## config.mk

```make
export PLATFORM = sky130hd
export DESIGN_NAME = apb_slave_mem
export DESIGN_NICKNAME = d
export VERILOG_FILES = /design/src/rtl/apb_slave_pkg.sv /design/src/rtl/apb_slave_ram.sv /design/src/rtl/apb_slave_mem.sv
export SDC_FILE = /design/constraint.sdc
export NUM_CORES = 1
export LEC_CHECK = 0
export CAP_MARGIN = 40
export CORE_AREA = 2 2 296 298
export DETAILED_ROUTE_END_ITERATION = 8
export DIE_AREA = 0 0 298 300
export HOLD_SLACK_MARGIN = 0.08
export SLEW_MARGIN = 20
export SYNTH_ARGS = -nofsm -noshare
export SYNTH_HDL_FRONTEND = slang
export SYNTH_SLANG_ARGS = --single-unit
```

## constraint.sdc

```tcl
create_clock -name PCLK -period 3.55 [get_ports PCLK]
set_input_delay 0.5325 -clock PCLK [delete_from_list [all_inputs] [get_ports PCLK]]
set_output_delay 0.5325 -clock PCLK [all_outputs]
set_load 0.05 [all_outputs]
```

## src/rtl/apb_slave_pkg.sv

```systemverilog
// Shared types and the access-error rule for the APB completer memory.
package apb_slave_pkg;

    typedef enum logic [1:0] {
        IDLE = 2'd0,
        WAIT = 2'd1,
        DONE = 2'd2
    } state_t;

    typedef enum logic {
        OKAY   = 1'b0,
        SLVERR = 1'b1
    } resp_t;

    localparam int unsigned MEM_DEPTH_DEF = 64;
    localparam int unsigned RO_BASE_DEF   = 48;

    // An access errors when it falls outside the memory, or writes the read-only top region.
    function automatic logic is_err(input logic [31:0] addr,
                                    input logic        write,
                                    input int unsigned depth   = MEM_DEPTH_DEF,
                                    input int unsigned ro_base = RO_BASE_DEF);
        return (addr >= depth) || (write && (addr >= ro_base));
    endfunction

endpackage

```

## src/rtl/apb_slave_ram.sv

```systemverilog
// Single-port word memory: synchronous write, asynchronous read, never reset.
module apb_slave_ram #(
    parameter int unsigned DEPTH = 64,
    parameter int unsigned DW    = 8,
    parameter int unsigned AW    = $clog2(DEPTH)
) (
    input  logic          clk_i,
    input  logic          we_i,
    input  logic [AW-1:0] waddr_i,
    input  logic [DW-1:0] wdata_i,
    input  logic [AW-1:0] raddr_i,
    output logic [DW-1:0] rdata_o
);

    logic [DW-1:0] mem_q [DEPTH];

    // Contents persist across bus reset, so the write port has no reset term.
    always_ff @(posedge clk_i) begin
        if (we_i) begin
            mem_q[waddr_i] <= wdata_i;
        end
    end

    assign rdata_o = mem_q[raddr_i];

endmodule

```

## src/rtl/apb_slave_mem.sv

```systemverilog
// APB3 completer backed by a word memory, with programmable wait states and
// out-of-range / read-only error responses.
module apb_slave_mem
    import apb_slave_pkg::*;
#(
    parameter int unsigned ADDR_WIDTH  = 8,
    parameter int unsigned DATA_WIDTH  = 8,
    parameter int unsigned MEM_DEPTH   = 64,
    parameter int unsigned RO_BASE     = 48,
    parameter int unsigned WAIT_CYCLES = 2    // 0..15, held in a 4-bit counter
) (
    input  logic                  PCLK,
    input  logic                  PRESET,
    input  logic                  PSELx,
    input  logic                  PENABLE,
    input  logic                  PWRITE,
    input  logic [ADDR_WIDTH-1:0] PADDR,
    input  logic [DATA_WIDTH-1:0] PWDATA,
    output logic                  PREADY,
    output logic [DATA_WIDTH-1:0] PRDATA,
    output logic                  PSLVERR
);

    localparam int unsigned RAM_AW = $clog2(MEM_DEPTH);

    state_t                state_q;
    logic [3:0]            cnt_q;
    logic [ADDR_WIDTH-1:0] addr_q;
    logic                  write_q;
    logic [DATA_WIDTH-1:0] wdata_q;
    logic                  err_q;
    logic                  pready_q;
    logic [DATA_WIDTH-1:0] prdata_q;
    resp_t                 resp_q;

    logic                  setup_err;
    logic                  ram_we;
    logic [RAM_AW-1:0]     ram_raddr;
    logic [DATA_WIDTH-1:0] ram_rdata;

    assign setup_err = is_err(32'(PADDR), PWRITE, MEM_DEPTH, RO_BASE);

    // In IDLE the read port looks at the live bus address so a zero-wait read
    // can register its data at the setup edge; otherwise the latched address.
    assign ram_raddr = (state_q == IDLE) ? RAM_AW'(PADDR) : RAM_AW'(addr_q);

    // Commit only at the completion edge of a legal write; reset suppresses it.
    assign ram_we = (state_q == DONE) && PSELx && PENABLE && pready_q &&
                    write_q && !err_q && !PRESET;

    apb_slave_ram #(
        .DEPTH (MEM_DEPTH),
        .DW    (DATA_WIDTH),
        .AW    (RAM_AW)
    ) u_ram (
        .clk_i   (PCLK),
        .we_i    (ram_we),
        .waddr_i (RAM_AW'(addr_q)),
        .wdata_i (wdata_q),
        .raddr_i (ram_raddr),
        .rdata_o (ram_rdata)
    );

    // Transfer FSM: setup latch, wait-state countdown, registered response.
    always_ff @(posedge PCLK) begin
        if (PRESET) begin
            state_q  <= IDLE;
            cnt_q    <= '0;
            addr_q   <= '0;
            write_q  <= 1'b0;
            wdata_q  <= '0;
            err_q    <= 1'b0;
            pready_q <= 1'b0;
            prdata_q <= '0;
            resp_q   <= OKAY;
        end else begin
            case (state_q)
                IDLE: begin
                    // A lone PENABLE without a setup phase is ignored here.
                    if (PSELx && !PENABLE) begin
                        addr_q  <= PADDR;
                        write_q <= PWRITE;
                        wdata_q <= PWDATA;
                        err_q   <= setup_err;
                        cnt_q   <= 4'(WAIT_CYCLES);
                        if (WAIT_CYCLES == 0) begin
                            state_q  <= DONE;
                            pready_q <= 1'b1;
                            resp_q   <= setup_err ? SLVERR : OKAY;
                            prdata_q <= (!PWRITE && !setup_err) ? ram_rdata : '0;
                        end else begin
                            state_q <= WAIT;
                        end
                    end
                end
                WAIT: begin
                    if (!PSELx) begin
                        state_q <= IDLE;
                        cnt_q   <= '0;
                    end else if (PENABLE) begin
                        cnt_q <= cnt_q - 4'd1;
                        if (cnt_q == 4'd1) begin
                            state_q  <= DONE;
                            pready_q <= 1'b1;
                            resp_q   <= err_q ? SLVERR : OKAY;
                            prdata_q <= (!write_q && !err_q) ? ram_rdata : '0;
                        end
                    end
                end
                DONE: begin
                    // Completion and abort both drop the response and go idle.
                    if (!PSELx || PENABLE) begin
                        state_q  <= IDLE;
                        cnt_q    <= '0;
                        pready_q <= 1'b0;
                        prdata_q <= '0;
                        resp_q   <= OKAY;
                    end
                end
                default: begin
                    state_q  <= IDLE;
                    cnt_q    <= '0;
                    pready_q <= 1'b0;
                    prdata_q <= '0;
                    resp_q   <= OKAY;
                end
            endcase
        end
    end

    assign PREADY  = pready_q;
    assign PRDATA  = prdata_q;
    assign PSLVERR = resp_q;

endmodule
```

==> impl_metrics.toml, run 1 <==
[run_status]
status = "complete, no violations"

[detailed_routing]
drtIter0Drc = 1392
drtPass1Iterations = 5
via_per_inst = 4.70
routed_wl_um = 57200
vias = 13800
drcViolationCount = 0
ant_nets = 0
routedWlPerCell_um = 19.5

[worst_setup_path]
required_ps = 4090
cp_num_cells = 10
endpoint_kind = "register"
reg2reg_depth = 10
startpoint_type = "register"
critPathSlowestCell = "a41oi_1"
cpPeakStageDelay_ps = 470
path_common_cell = "buf_12"
path_cells = "buf_4, o21ai_1, and2_4, buf_12, buf_12, nand2_1, a32oi_1, nand4_1, a41oi_1, a211o_1"
cp.buffers_inverters = 3
cp_top_family = "compound AO/OA/AOI/OAI gates"
cp.arrival_ps = 3750
crit_fanout = 38
path_class = "register to register"

[global_routing]
grt_max_degree = 66
grt_usage = 0.125
antenna_found_initial = 0
grt_pass1_wl_um = 85500
grt_overflow = 0
grt_pass1_vias = 13500

[timing]
skew_ps = 14.7
setup-tns-final_ps = 0
tightest_slew_ps = 892
max_freq_mhz = 312
period_minus_slack_ps = 3210
timing.final.crit_share = 0.903
max_slew_margin = 0.406
rsz0062_at_grt = "no"
final_hold_viol_count = 0
slew_viol_final = 0
finalSetupViolCount = 0
holdWs_ps = 485

[final_layout]
fin_util = 0.299
register_area_um2 = 16000
drive_gt1_frac = 0.138
fin_nets = 1754
final_cell_mix = "512 x edfxtp_1, 348 x nand2_1, 197 x nor2_1"
final_common_cell = "edfxtp_1"
area_growth_pct = 20.7
fin_area_um2 = 25800
fillers = 8697
diodes = 0
multiInputGateArea_um2 = 5000

[clock_tree]
postCtsHoldBufs = 0
cts_made_buffers = 53
clk_pin_slew_ps = 60
post_cts_buffers = 0
htreeDepth = 2
cts_tree = "yes"
cts_root_buffer = "clkbuf_16"
clockBufferDepth = 3
cts.repair.resized = 0
clkLatencyLatePin_ps = 600
cts_sinks = 544

[floorplanning]
dieArea_um2 = 89400
initial_core_util = 0.248
row_count = 108
die_x_um = 298
die_h_um = 300
ios = 31
coreArea_um2 = 86200

[place]
port_buffers = 30
place_area_um2 = 23900
post-dp-hpwl_um = 36400
routabilityCongestion = 0.845

[synth]
synth_edf_count = 512
async_reset_ff_frac = 0
syn_area_um2 = 21400
ys_ff_latch = 544
syn_inst = 1608
synthesis.nets = 1631
synthDistinctLibCells = 53
synth_ff_type = "edfxtp_1"
ys_warn_count = 0
ys_seq_area_frac = 0.749
avgSynthCellArea_um2 = 13.3

[job]
drv_cap = 0

[power]
total_power_mw = 13.9
max-vdd-ir-drop_uv = 352
power.density_nw_per_um2 = 539
leakagePower_nw = 8.36

[worst_hold_path]
hold_class = "input pin to register"
holdPathStages = 3
-- final timing paths --
| path | slack [ps] | from | end |
|---|---|---|---|
| setup / recovery | 340 | state_q[1] | PRDATA[4] |
| hold / removal | 490 | PWDATA[0] | wdata_q[0] |
| setup reg to reg | 340 | state_q[1] | PRDATA[4] |
| hold reg to reg | 500 | addr_q[0] | addr_q[0] |
-- per-stage QoR --
stage | worst slack (ps) | std cells
5_1_grt | 247 | 2928
3_3_place_gp | -24.6 | 2826
3_5_place_dp | 135 | 2828
6_report | 344 | 2928
2_1_floorplan | 1090 | 1608
4_1_cts | 373 | 2925
-- routing by layer --
layer	GRT usage	part of all wire	vias to the layer above	wire length, um
met5	0	0	-	0
met4	0.0346	0.022	0	1280
met3	0.0295	0.082	88	4670
met2	0.205	0.48	539	27300
met1	0.165	0.42	6926	23900
li1	-	-	6200	-
-- cells by family (layout without fill, tap and decap cells) --
| kind of cell | count (synthesis) | in the layout | synth area share |
|---|---|---|---|
| flip-flops | 544 | 544 | 0.749 |
| XOR/XNOR | 3 | 3 | 0.00123 |
| AO/OA/AOI/OAI | 180 | 180 | 0.0556 |
| buffers and inverters | 96 | 261 | 0.0191 |
| AND/OR/NAND/NOR | 735 | 735 | 0.146 |
| multiplexers | 48 | 48 | 0.0275 |
| adder cells (fa/ha/maj) | 2 | 2 | 0.00117 |
-- Yosys cell counts (2+ instances only) --
| library cell | count | area [um^2] |
|---|---|---|
| a2111oi_0 | 2 | 17.5 |
| a211o_1 | 7 | 61.3 |
| a211oi_1 | 2 | 15.0 |
| a21oi_1 | 20 | 100 |
| a22oi_1 | 3 | 22.5 |
| a31oi_1 | 31 | 194 |
| a32oi_1 | 29 | 254 |
| a41oi_1 | 17 | 149 |
| and2_1 | 3 | 18.8 |
| and3_1 | 2 | 12.5 |
| buf_1 | 20 | 75.1 |
| buf_2 | 20 | 100 |
| buf_6 | 3 | 33.8 |
| clkbuf_1 | 48 | 180 |
| dfxtp_1 | 32 | 641 |
| edfxtp_1 | 512 | 15400 |
| ha_1 | 2 | 25.0 |
| inv_1 | 4 | 15.0 |
| mux2_2 | 3 | 33.8 |
| mux2i_1 | 36 | 360 |
| mux4_2 | 8 | 180 |
| nand2_1 | 349 | 1310 |
| nand2b_1 | 3 | 18.8 |
| nand3_1 | 91 | 455 |
| nand3b_1 | 3 | 22.5 |
| nand4_1 | 63 | 394 |
| nor2_1 | 201 | 754 |
| nor2b_1 | 4 | 25.0 |
| nor3_1 | 4 | 20.0 |
| o211ai_1 | 2 | 15.0 |
| o21ai_0 | 30 | 150 |
| o21ai_1 | 31 | 155 |
| or3b_2 | 2 | 17.5 |
| xor2_1 | 2 | 17.5 |
-- power by group --
group / internal (mW) / switching (mW) / leakage [nW] / total [mW]
sequential: 7.01 / 0.0777 / 4.65 / 7.09
clock: 3.53 / 2.40 / 0.894 / 5.93
combinational: 0.298 / 0.594 / 2.82 / 0.892
-- tightest hold or removal path, stage by stage --
cell and delay (ps):
clkdlybuf4s50_1 400, nand2_1 60, a21oi_1 50
-- flip-flops by register name, summed over array words and instances, names as in the netlist --
signal and count:
u_ram.mem_q 512, write_q 1, PRDATA 8, wdata_q 8
addr_q 6, PREADY 1, PSLVERR 1, err_q 1
cnt_q 4, state_q 2
-- area by class of cell --
cell class,count,area share
Clock buffer,65,0.0543
Inverter,5,0.000727
Multi-Input combinational cell,968,0.194
Sequential cell,544,0.622
Clock inverter,32,0.0162
Timing Repair Buffer,159,0.0572
Tap cell,1155,0.0560
No activity file was read; power rests on OpenSTA's default activity.
==> inputs of run 2 (changes only) <==
--- a/config.mk
+++ b/config.mk
@@ -13,4 +13,5 @@
 export SLEW_MARGIN = 20
 export SYNTH_ARGS = -nofsm -noshare
 export SYNTH_HDL_FRONTEND = slang
+export SYNTH_HIERARCHICAL = 1
 export SYNTH_SLANG_ARGS = --single-unit
==> run 2 against run 1 <==
Sequential power about the same. Final cell count shrank 16%. Sequential share of layout area shrank 0.20 points. Clock-buffer cell count grew 3. Fmax decreased by 4.4%. Clock skew is 3.9 ps higher. Register-to-register slack lost 150 ps. Combinational power up 5.7%.
==> impl_metrics.toml, run 2 <==
[place]
port_buffers = 30
post-dp-hpwl_um = 33300
routabilityCongestion = 0.819
place_inst = 2371

[floorplanning]
initial_core_util = 0.249
die_x_um = 298
die_h_um = 300
row_count = 108
dieArea_um2 = 89400
coreArea_um2 = 86200
ios = 31

[final_layout]
drive_gt1_frac = 0.300
final_common_cell = "edfxtp_1"
fin_util = 0.300
diodes = 0
largest_register = "u_ram/mem_q"
area_growth_pct = 20.6
stdcell_count = 2466
largest_reg_flops = 512
fin_nets = 1292
final_cell_mix = "512 x edfxtp_1, 137 x buf_4, 126 x mux4_2"
fillers = 8471

[clock_tree]
cts_sinks = 544
clk_pin_slew_ps = 70
clkLatencyLatePin_ps = 590
cts.repair.resized = 0
htreeDepth = 2
clockBufferDepth = 3
cts_made_buffers = 51
cts_tree = "yes"
post_cts_buffers = 0
cts_root_buffer = "clkbuf_16"
postCtsHoldBufs = 0

[global_routing]
antenna_found_initial = 0
grt_usage = 0.112
grt_pass1_wl_um = 75100
grt_max_degree = 66
grt_overflow = 0
grt_pass1_vias = 11300

[run_status]
status = "complete, no violations"

[timing]
skew_ps = 18.6
finalSetupViolCount = 0
timing.final.crit_share = 0.945
max_slew_margin = 0.403
period_minus_slack_ps = 3360
slew_viol_final = 0
max_freq_mhz = 298
tightest_slew_ps = 889
final_hold_viol_count = 0
setup-tns-final_ps = 0
rsz0062_at_grt = "no"

[detailed_routing]
via_per_inst = 4.51
routedWlPerCell_um = 20.4
drtPass1Iterations = 7
drcViolationCount = 0
ant_nets = 0
drtIter0Drc = 1075
routed_wl_um = 50300
vias = 11100

[power]
power.density_nw_per_um2 = 524
max-vdd-ir-drop_uv = 313
leakagePower_nw = 8.27

[synth]
ys_ff_latch = 544
syn_inst = 1096
ys_top_cells_by_count = "512 x edfxtp_1, 126 x mux4_2, 95 x nor2_1, 56 x nand2_1, 32 x dfxtp_1"
syn_area_um2 = 21400
ys_top_cells_by_area = "edfxtp_1 72%, mux4_2 13%, dfxtp_1 3.0%, nor2_1 1.7%, mux2i_1 1.1%"
synth_ff_type = "edfxtp_1"
synth_edf_count = 512
synthDistinctLibCells = 58
ys_warn_count = 6
avgSynthCellArea_um2 = 19.6
yosysMostFrequentCell = "edfxtp_1"
synth_top_area_frac = 0.717
synthesis.nets = 1119
ys_seq_area_frac = 0.747
yosysTopAreaCell = "edfxtp_1"
async_reset_ff_frac = 0

[worst_setup_path]
path_class = "register to register"
endpoint_kind = "register"
required_ps = 4020
startpoint = "state_q[1]"
r2r-start = "state_q[1]"
crit_fanout = 15
startpoint_type = "register"
cp.arrival_ps = 3830

[worst_hold_path]
hold_class = "input pin to register"
min_from = "PWDATA[0]"

[job]
drv_cap = 0
## run 2: kinds of logic after synthesis
logic type,share of synthesized area
XOR/XNOR,0.000817
flip-flops,0.747
AO/OA/AOI/OAI,0.0327
adder cells (fa/ha/maj),0.00117
buffers and inverters,0.0177
multiplexers,0.154
AND/OR/NAND/NOR,0.0470
## run 2: path summary, 6_finish.rpt
path                endpoint  slack [ps]  cells past startpoint
setup / recovery   PRDATA[7]         190                     11
hold / removal    wdata_q[0]         510                      3
setup reg to reg   PRDATA[7]         190                     11
hold reg to reg      PSLVERR         510                      2
## run 2: final cells by class
class,count,area [um^2],area share
multi-input combinational,488,5070,0.196
inverter,4,15.0,0.000580
timing repair buffer,180,1590,0.0614
tap,1155,1450,0.0559
clock buffer,68,1420,0.0550
clock inverter,27,293,0.0113
sequential,544,16000,0.620
## run 2: per-layer routing
metal / GRT usage / vias up / part of all wire
li1: - / 4822 / -
met1: 0.153 / 5858 / 0.43
met2: 0.181 / 382 / 0.48
met3: 0.0236 / 70 / 0.068
met4: 0.0296 / 0 / 0.022
met5: 0 / - / 0
## run 2: power by group
| group | total, mW | internal [mW] | switching [mW] |
|---|---|---|---|
| clock | 5.56 | 3.25 | 2.31 |
| combinational | 0.943 | 0.440 | 0.503 |
| sequential | 7.06 | 7.01 | 0.0536 |
## run 2: worst max-delay path, cell delays in order (launching register included)
cell,delay (ps)
dfxtp_1,320
nor2_2,300
buf_4,230
mux2_4,440
buf_12,200
buf_4,160
mux4_2,290
mux4_2,530
o21ai_0,400
nand2_1,90
a22oi_1,200
nor2_1,60
## run 2: metrics by stage
stage               setup WS, ps  power, mW  instance area, um^2  hold slack (ps)
floorplan                    772       7.79                21400              446
global placement            -140       8.13                24100              463
detailed placement          -164       8.15                24100              493
CTS                          167       13.7                25900              468
global route                60.9       14.0                25900              498
finish                       195       13.6                25900              506
==> inputs of run 3 (changes only) <==
--- a/config.mk
+++ b/config.mk
@@ -6,9 +6,9 @@
 export NUM_CORES = 1
 export LEC_CHECK = 0
 export CAP_MARGIN = 40
-export CORE_AREA = 2 2 296 298
+export CORE_AREA = 2 2 251 253
 export DETAILED_ROUTE_END_ITERATION = 8
-export DIE_AREA = 0 0 298 300
+export DIE_AREA = 0 0 253 255
 export HOLD_SLACK_MARGIN = 0.08
 export SLEW_MARGIN = 20
 export SYNTH_ARGS = -nofsm -noshare
==> constraint.sdc (replaced) <==
create_clock -name PCLK -period 4.2 [get_ports PCLK]
set_input_delay 0.63 -clock PCLK [delete_from_list [all_inputs] [get_ports PCLK]]
set_output_delay 0.63 -clock PCLK [all_outputs]
set_load 0.05 [all_outputs]
==> run 3 against run 2 <==
Clock power shrank 16%. Critical endpoint is now PRDATA[2]. Sequential power shrank 16%. Final cell count shrank 16%.
==> impl_metrics.toml, run 3 (synthesis results as in run 2) <==
[worst_setup_path]
path_class = "register to register"
crit_fanout = 54
regToRegSetupSlack_ps = 360
required_ps = 4670
cp.arrival_ps = 4300
reg2reg_depth = 10
endpoint_kind = "register"
startpoint_type = "register"

[floorplanning]
initial_core_util = 0.345
coreArea_um2 = 62200
ios = 31
dieArea_um2 = 64500
die_x_um = 253
row_count = 92
die_h_um = 255

[final_layout]
area_growth_pct = 16.5
largest_reg_flops = 512
fillers = 5518
diodes = 0
fin_area_um2 = 25000
drive_gt1_frac = 0.270
largest_register = "u_ram/mem_q"
fin_nets = 1247
final_common_cell = "edfxtp_1"
stdcell_count = 2068
final_cell_mix = "512 x edfxtp_1, 126 x mux4_2, 96 x buf_4"

[timing]
period_minus_slack_ps = 3840
setup-tns-final_ps = 0
max_freq_mhz = 261
slew_viol_final = 0
timing.final.crit_share = 0.914
final_hold_viol_count = 0
max_slew_margin = 0.350
tightest_slew_ps = 974
rsz0062_at_grt = "no"
skew_ps = 20.8
holdWs_ps = 486
finalSetupViolCount = 0

[detailed_routing]
drtPass1Iterations = 5
vias = 11000
drtIter0Drc = 913
drcViolationCount = 0
ant_nets = 0
routed_wl_um = 49300
routedWlPerCell_um = 23.8
via_per_inst = 5.30

[global_routing]
antenna_found_initial = 2
grt_use_met2 = 0.247
grt_usage = 0.154
grt_pass1_vias = 11100
grt_max_degree = 66
grt_pass1_wl_um = 73100
grt_overflow = 0
busiest_layer = "met2"
grt_use_met1 = 0.212
gr-usage-met3 = 0.0306

[place]
post-dp-hpwl_um = 30500
port_buffers = 30
routabilityCongestion = 0.806
place_area_um2 = 23300
place_inst = 1968

[job]
drv_cap = 0

[worst_hold_path]
holdPathStages = 2
hold_class = "register to register"

[clock_tree]
cts_made_buffers = 53
htreeDepth = 2
cts_root_buffer = "clkbuf_16"
cts.repair.resized = 0
clk_pin_slew_ps = 60
cts_sinks = 544
clockBufferDepth = 3
postCtsHoldBufs = 0
post_cts_buffers = 0
clkLatencyLatePin_ps = 600
cts_tree = "yes"

[power]
leakagePower_nw = 8.02
max-vdd-ir-drop_uv = 316
power.density_nw_per_um2 = 456
total_power_mw = 11.4

[run_status]
status = "complete, no violations"
## run 3: cell types whose count changed in the layout (fill, tap and decap cells not counted)
cell        delta
clkbuf_1       +7
clkbuf_8       -1
buf_4         -41
bufinv_16      -2
clkinv_4       +1
clkinvlp_4     -3
buf_12         -7
buf_6          +1
clkbuf_16      +2
clkinv_1       +1
## run 3: layout make-up
| type | instances | area (um^2) | area share |
|---|---|---|---|
| clock buffers | 76 | 1490 | 0.0595 |
| clock inverters | 24 | 223 | 0.00892 |
| inverters | 4 | 15.0 | 0.000601 |
| multi-input cells | 488 | 5070 | 0.203 |
| flip-flops and latches | 544 | 16000 | 0.642 |
| well taps | 799 | 1000 | 0.0400 |
| repair buffers | 133 | 1150 | 0.0461 |
## run 3: final timing paths
check | start | endpoint
min | cnt_q[3] | cnt_q[3]
min reg2reg | cnt_q[3] | cnt_q[3]
max reg2reg | state_q[0] | PRDATA[2]
max | state_q[0] | PRDATA[2]
## run 3: power breakdown
| group | switching, mW | leakage, nW | internal, mW |
|---|---|---|---|
| clock | 1.98 | 0.838 | 2.70 |
| sequential | 0.0313 | 5.02 | 5.92 |
| combinational | 0.422 | 2.16 | 0.329 |
## run 3: metal layers
layer / vias up / part of all wire / wire [um]
met1: 5789 / 0.43 / 21200
met2: 362 / 0.48 / 23700
met5: - / 0.00024 / 12
met4: 2 / 0.023 / 1120
met3: 68 / 0.066 / 3270
li1: 4742 / - / -
## run 3: worst max-delay path: stages, from the launching register on
cell       delay, ps
dfxtp_1          600
nor2_2           140
buf_4            210
mux2_4           250
buf_12           310
mux4_2           570
mux2_2           280
a221oi_1         840
o2bb2ai_1        170
a22oi_1          200
nor2_1            70
## run 3: through the flow
step	util	setup WS, ps
after floorplan	-	1320
after global placement	0.374	253
after global routing	0.402	236
after CTS	0.402	446
final	0.402	363
after detailed placement	0.374	296
==> edit 1, RTL diff (flow settings as in run 3) <==
Register the output `PSLVERR` once more, cleared by the reset; this adds one clock of latency there. The other outputs are not delayed to match.
--- a/src/rtl/apb_slave_mem.sv
+++ b/src/rtl/apb_slave_mem.sv
@@ -131,5 +131,11 @@
     assign PREADY  = pready_q;
     assign PRDATA  = prdata_q;
-    assign PSLVERR = resp_q;
+    always_ff @(posedge PCLK) begin
+        if (PRESET) begin
+            PSLVERR <= '0;
+        end else begin
+            PSLVERR <= resp_q;
+        end
+    end
 
 endmodule
Behaviour: not the same (a bounded check fails within 4 cycles, from zero or initial values and one cycle with PRESET high).
==> edit 1 against run 3 <==
- synthesized area hardly changed
- largest cell class unchanged
- critical endpoint is now PRDATA[7]$_SDFFE_PP0P_
- worst setup slack improved by 0.15 ns
- design area rose by 0.12%
- via count rose by 1.0%
- largest power group unchanged
- combinational power fell by 9.3%
- non-clock buffer count decreased by 7
- sequential power barely moved
- wire length rose by 1.5%
- total power rose by 1.1%
- sequential cell count grew 1
==> edit 1: results (changes against run 3) <==
status=finished clean; initial antenna violation count=0 (-2); Num CTS Buffers=54 (+1.9%); CP max stage delay=0.63 ns (-0.21 ns); asr flop ratio synth=0% (unchanged); RD Place Congestion=0.806 (about the same); WL/cell=24.3 um (+2.1%); Hold WC Path Type=reg2reg; layout cell share with drive strength beyond 1=26.5% (-0.54 points); critical path arrival=4.17 ns (-0.13 ns); register area share after synthesis=74.7% (about the same); non-filler cells, final=2,056 (-0.58%); Slew HR=40.8% (+5.7 points); Synth top area share=71.6% (about the same); setup TNS=0 ns (unchanged); first-pass GRT wire length=73.9 mm (+0.98%); gr usage total=15.7% (+0.27 points); Synth area leaders=edfxtp_1 (72%), mux4_2 (13%), dfxtp_1 (3.1%), nor2_1 (1.5%), mux2i_1 (1.1%); Crit-path slowest cell=mux2_8; Yosys cell types=58 (unchanged); Starting DRT DRC Count=1,174 (+29%); Final Hold Viols=0 (unchanged); number of flip-flops in the largest register=512 (unchanged); VDD IR max=0.327 mV (+3.5%); placed cell count=1,948 (-1.0%); Avg Vias per Cell=5.39 (+1.6%); commonest cells in the netlist=edfxtp_1 (512), mux4_2 (126), nor2_1 (87), nand2_1 (55), dfxtp_1 (33); placed instance area=23,200 um2 (-0.42%); Worst Path Max Fanout=40 (-26%); Mapped Nets=1,115 (-0.36%); vias in the first global route=11,200 (+0.97%); DPL Wire Length=31.5 mm (+3.2%); port bufs=30 (unchanged); Clock Skew=0.0219 ns (+0.00111 ns); Mapped Avg Cell Area=19.7 um2 (+0.46%); final net count=1,236 (-0.88%); pin count of the biggest net entering global routing=65 (-1.5%); Worst-path clk slew=0.06 ns (about the same); Pleak=8.13 nW (+1.4%); endpoints failing setup=0 (unchanged)
[edit 1: cell types whose count changed after synthesis, moves of 2 or more]
cell / before / now
or3b_1: 2 / 0
nor2b_1: 14 / 17
a211oi_1: 5 / 7
a22oi_1: 12 / 3
and3_1: 0 / 2
nor2_1: 95 / 87
or3_1: 4 / 2
clkbuf_1: 21 / 23
a22o_1: 0 / 8
[edit 1: layout make-up]
class                      instances  area, um2
sequential                       545      16000
multi-input combinational        481       5060
timing repair buffer             126       1100
clock buffer                      67       1420
fill                            5503      37200
inverter                           5       18.8
tap                              799       1000
clock inverter                    33        354
[edit 1: logic make-up (layout without fill, tap and decap cells)]
logic type               after synthesis  after routing  share of synthesized area, %
adder cells (fa/ha/maj)                2              2                         0.117
flip-flops                           545            545                          74.7
XOR/XNOR                               1              1                        0.0408
buffers and inverters                 66            231                          1.82
multiplexers                         168            168                          15.3
AND/OR/NAND/NOR                      212            212                          4.62
AO/OA/AOI/OAI                         98             98                          3.41
[edit 1: per-layer routing]
| metal | GRT usage [%] | wire length, um |
|---|---|---|
| met1 | 21.5 | 21300 |
| met2 | 25.3 | 23800 |
| met3 | 3.23 | 3670 |
| met4 | 4.77 | 1240 |
| met5 | 0 | 0 |
[edit 1: final timing paths]
kind	depth (start not counted)	startpoint	endpoint	slack (ns)
worst max-delay path	8	state_q[1]$_SDFFE_PP0P_	PRDATA[7]$_SDFFE_PP0P_	0.51
worst min-delay path	2	wdata_q[6]$_SDFFE_PP0P_	wdata_q[6]$_SDFFE_PP0P_	0.45
worst max register to register	8	state_q[1]$_SDFFE_PP0P_	PRDATA[7]$_SDFFE_PP0P_	0.51
worst min register to register	2	wdata_q[6]$_SDFFE_PP0P_	wdata_q[6]$_SDFFE_PP0P_	0.45
[edit 1: report_power, final]
group / switching (mW) / total [mW] / internal [mW]
registers: 0.0353 / 5.97 / 5.93
clock network: 1.99 / 4.87 / 2.88
logic: 0.385 / 0.681 / 0.297
total: 2.41 / 11.5 / 9.11
[edit 1: through the flow]
step	power [mW]	worst slack, ns	utilization (%)
final	11.5	0.513	40.2
after global routing	11.9	0.235	40.2
after CTS	11.6	0.424	40.1
after detailed placement	6.77	0.356	37.3
after global placement	6.76	0.257	37.2
after floorplan	6.53	1.31	-
[edit 1: worst max-delay path, delay by kind of cell, from the launching register on]
| family | cells | cell delay, ns |
|---|---|---|
| muxes | 3 | 1.44 |
| DFF | 1 | 0.42 |
| and+or+nand+nor | 2 | 0.62 |
| buffers and inverters | 1 | 0.27 |
| AOI/OAI and AO/OA | 2 | 0.76 |
==> edit 2, RTL diff (settings of run 3) <==
Without the edit above. Set the parameter `ADDR_WIDTH` to 10 (it was 8).
--- a/src/rtl/apb_slave_mem.sv
+++ b/src/rtl/apb_slave_mem.sv
@@ -4,5 +4,5 @@
     import apb_slave_pkg::*;
 #(
-    parameter int unsigned ADDR_WIDTH  = 8,
+    parameter int unsigned ADDR_WIDTH  = 10,
     parameter int unsigned DATA_WIDTH  = 8,
     parameter int unsigned MEM_DEPTH   = 64,
Interface: changed (resized PADDR); port bits go from 31 to 33. No check against the original RTL was run, so the function may have changed too.
==> edit 2 against run 3 <==
- critical path depth stayed put
- design area is 0.30% lower
- wire length is 0.18% higher
- sequential cell count unchanged
- clock power shrank 4.5%
- worst setup slack gained 0.049 ns
- via count down 0.94%
- global-route usage increased by 0.22 points
- die area did not move
- synthesized area hardly changed
- clock skew is 0.0072 ns lower
- count of clock-buffer cells in the layout is 1 lower
- total power down 2.6%
- highest routed layer unchanged
==> edit 2: results (changes against run 3) <==
clock buffers=75 (-1.3%); buffer share of cell area=4.72% (+0.11 points); Avg Vias per Cell=5.25 (-1.0%); register area share after synthesis=74.7% (about the same); Mapped Nets=1,116 (-0.27%); Worst Path Max Fanout=41 (-24%); DPL Wire Length=31.5 mm (+3.2%); commonest cells in the netlist=edfxtp_1 (512), mux4_2 (126), nor2_1 (88), nand2_1 (57), dfxtp_1 (32); port bufs=32 (+6.7%); critical path arrival=4.27 ns (-0.03 ns); placed cell count=1,971 (+0.15%); WHS Path Cells=1 (-1); sequential share of power=53.8% (+1.5 points); fillers=5,517 (-0.018%); M1 GR Usage=20.1% (-1.1 points); routed length on met3=3.07 mm (-6.0%); Starting DRT DRC Count=1,126 (+23%); status=finished clean; Area growth, synth to finish=16.1%; worst hold slack=0.490 ns (+0.00334 ns); Non-clk invs=3 (-1); Mapped Avg Cell Area=19.7 um2 (+0.45%); setup slack, reg-to-reg=0.41 ns (+0.05 ns); vias in the first global route=11,446 (+3.2%); GR Util met3=3.17% (+0.11 points); RD Place Congestion=0.826 (+2.5%)
edit 2: cell families after synthesis:
group,synth area share [%]
flops,74.7
mux,15.4
buf+inv,1.80
simple gates,4.75
compound gates,3.19
xor+xnor,0.0817
fa+ha+maj,0.117
edit 2: worst max-delay path by stage:
stage	endpoint	start	cells after the start	slack, ns
detailed placement	PRDATA[6]$_SDFFE_PP0P_	PADDR[0]	10	0.34
global route	PRDATA[6]$_SDFFE_PP0P_	state_q[1]$_SDFFE_PP0P_	10	0.22
floorplan	u_ram/mem_q[62][0]$_DFFE_PP_	PSELx	6	1.19
finish	PRDATA[6]$_SDFFE_PP0P_	state_q[1]$_SDFFE_PP0P_	10	0.41
global placement	PRDATA[6]$_SDFFE_PP0P_	PADDR[0]	10	0.35
CTS	PRDATA[6]$_SDFFE_PP0P_	state_q[1]$_SDFFE_PP0P_	10	0.41
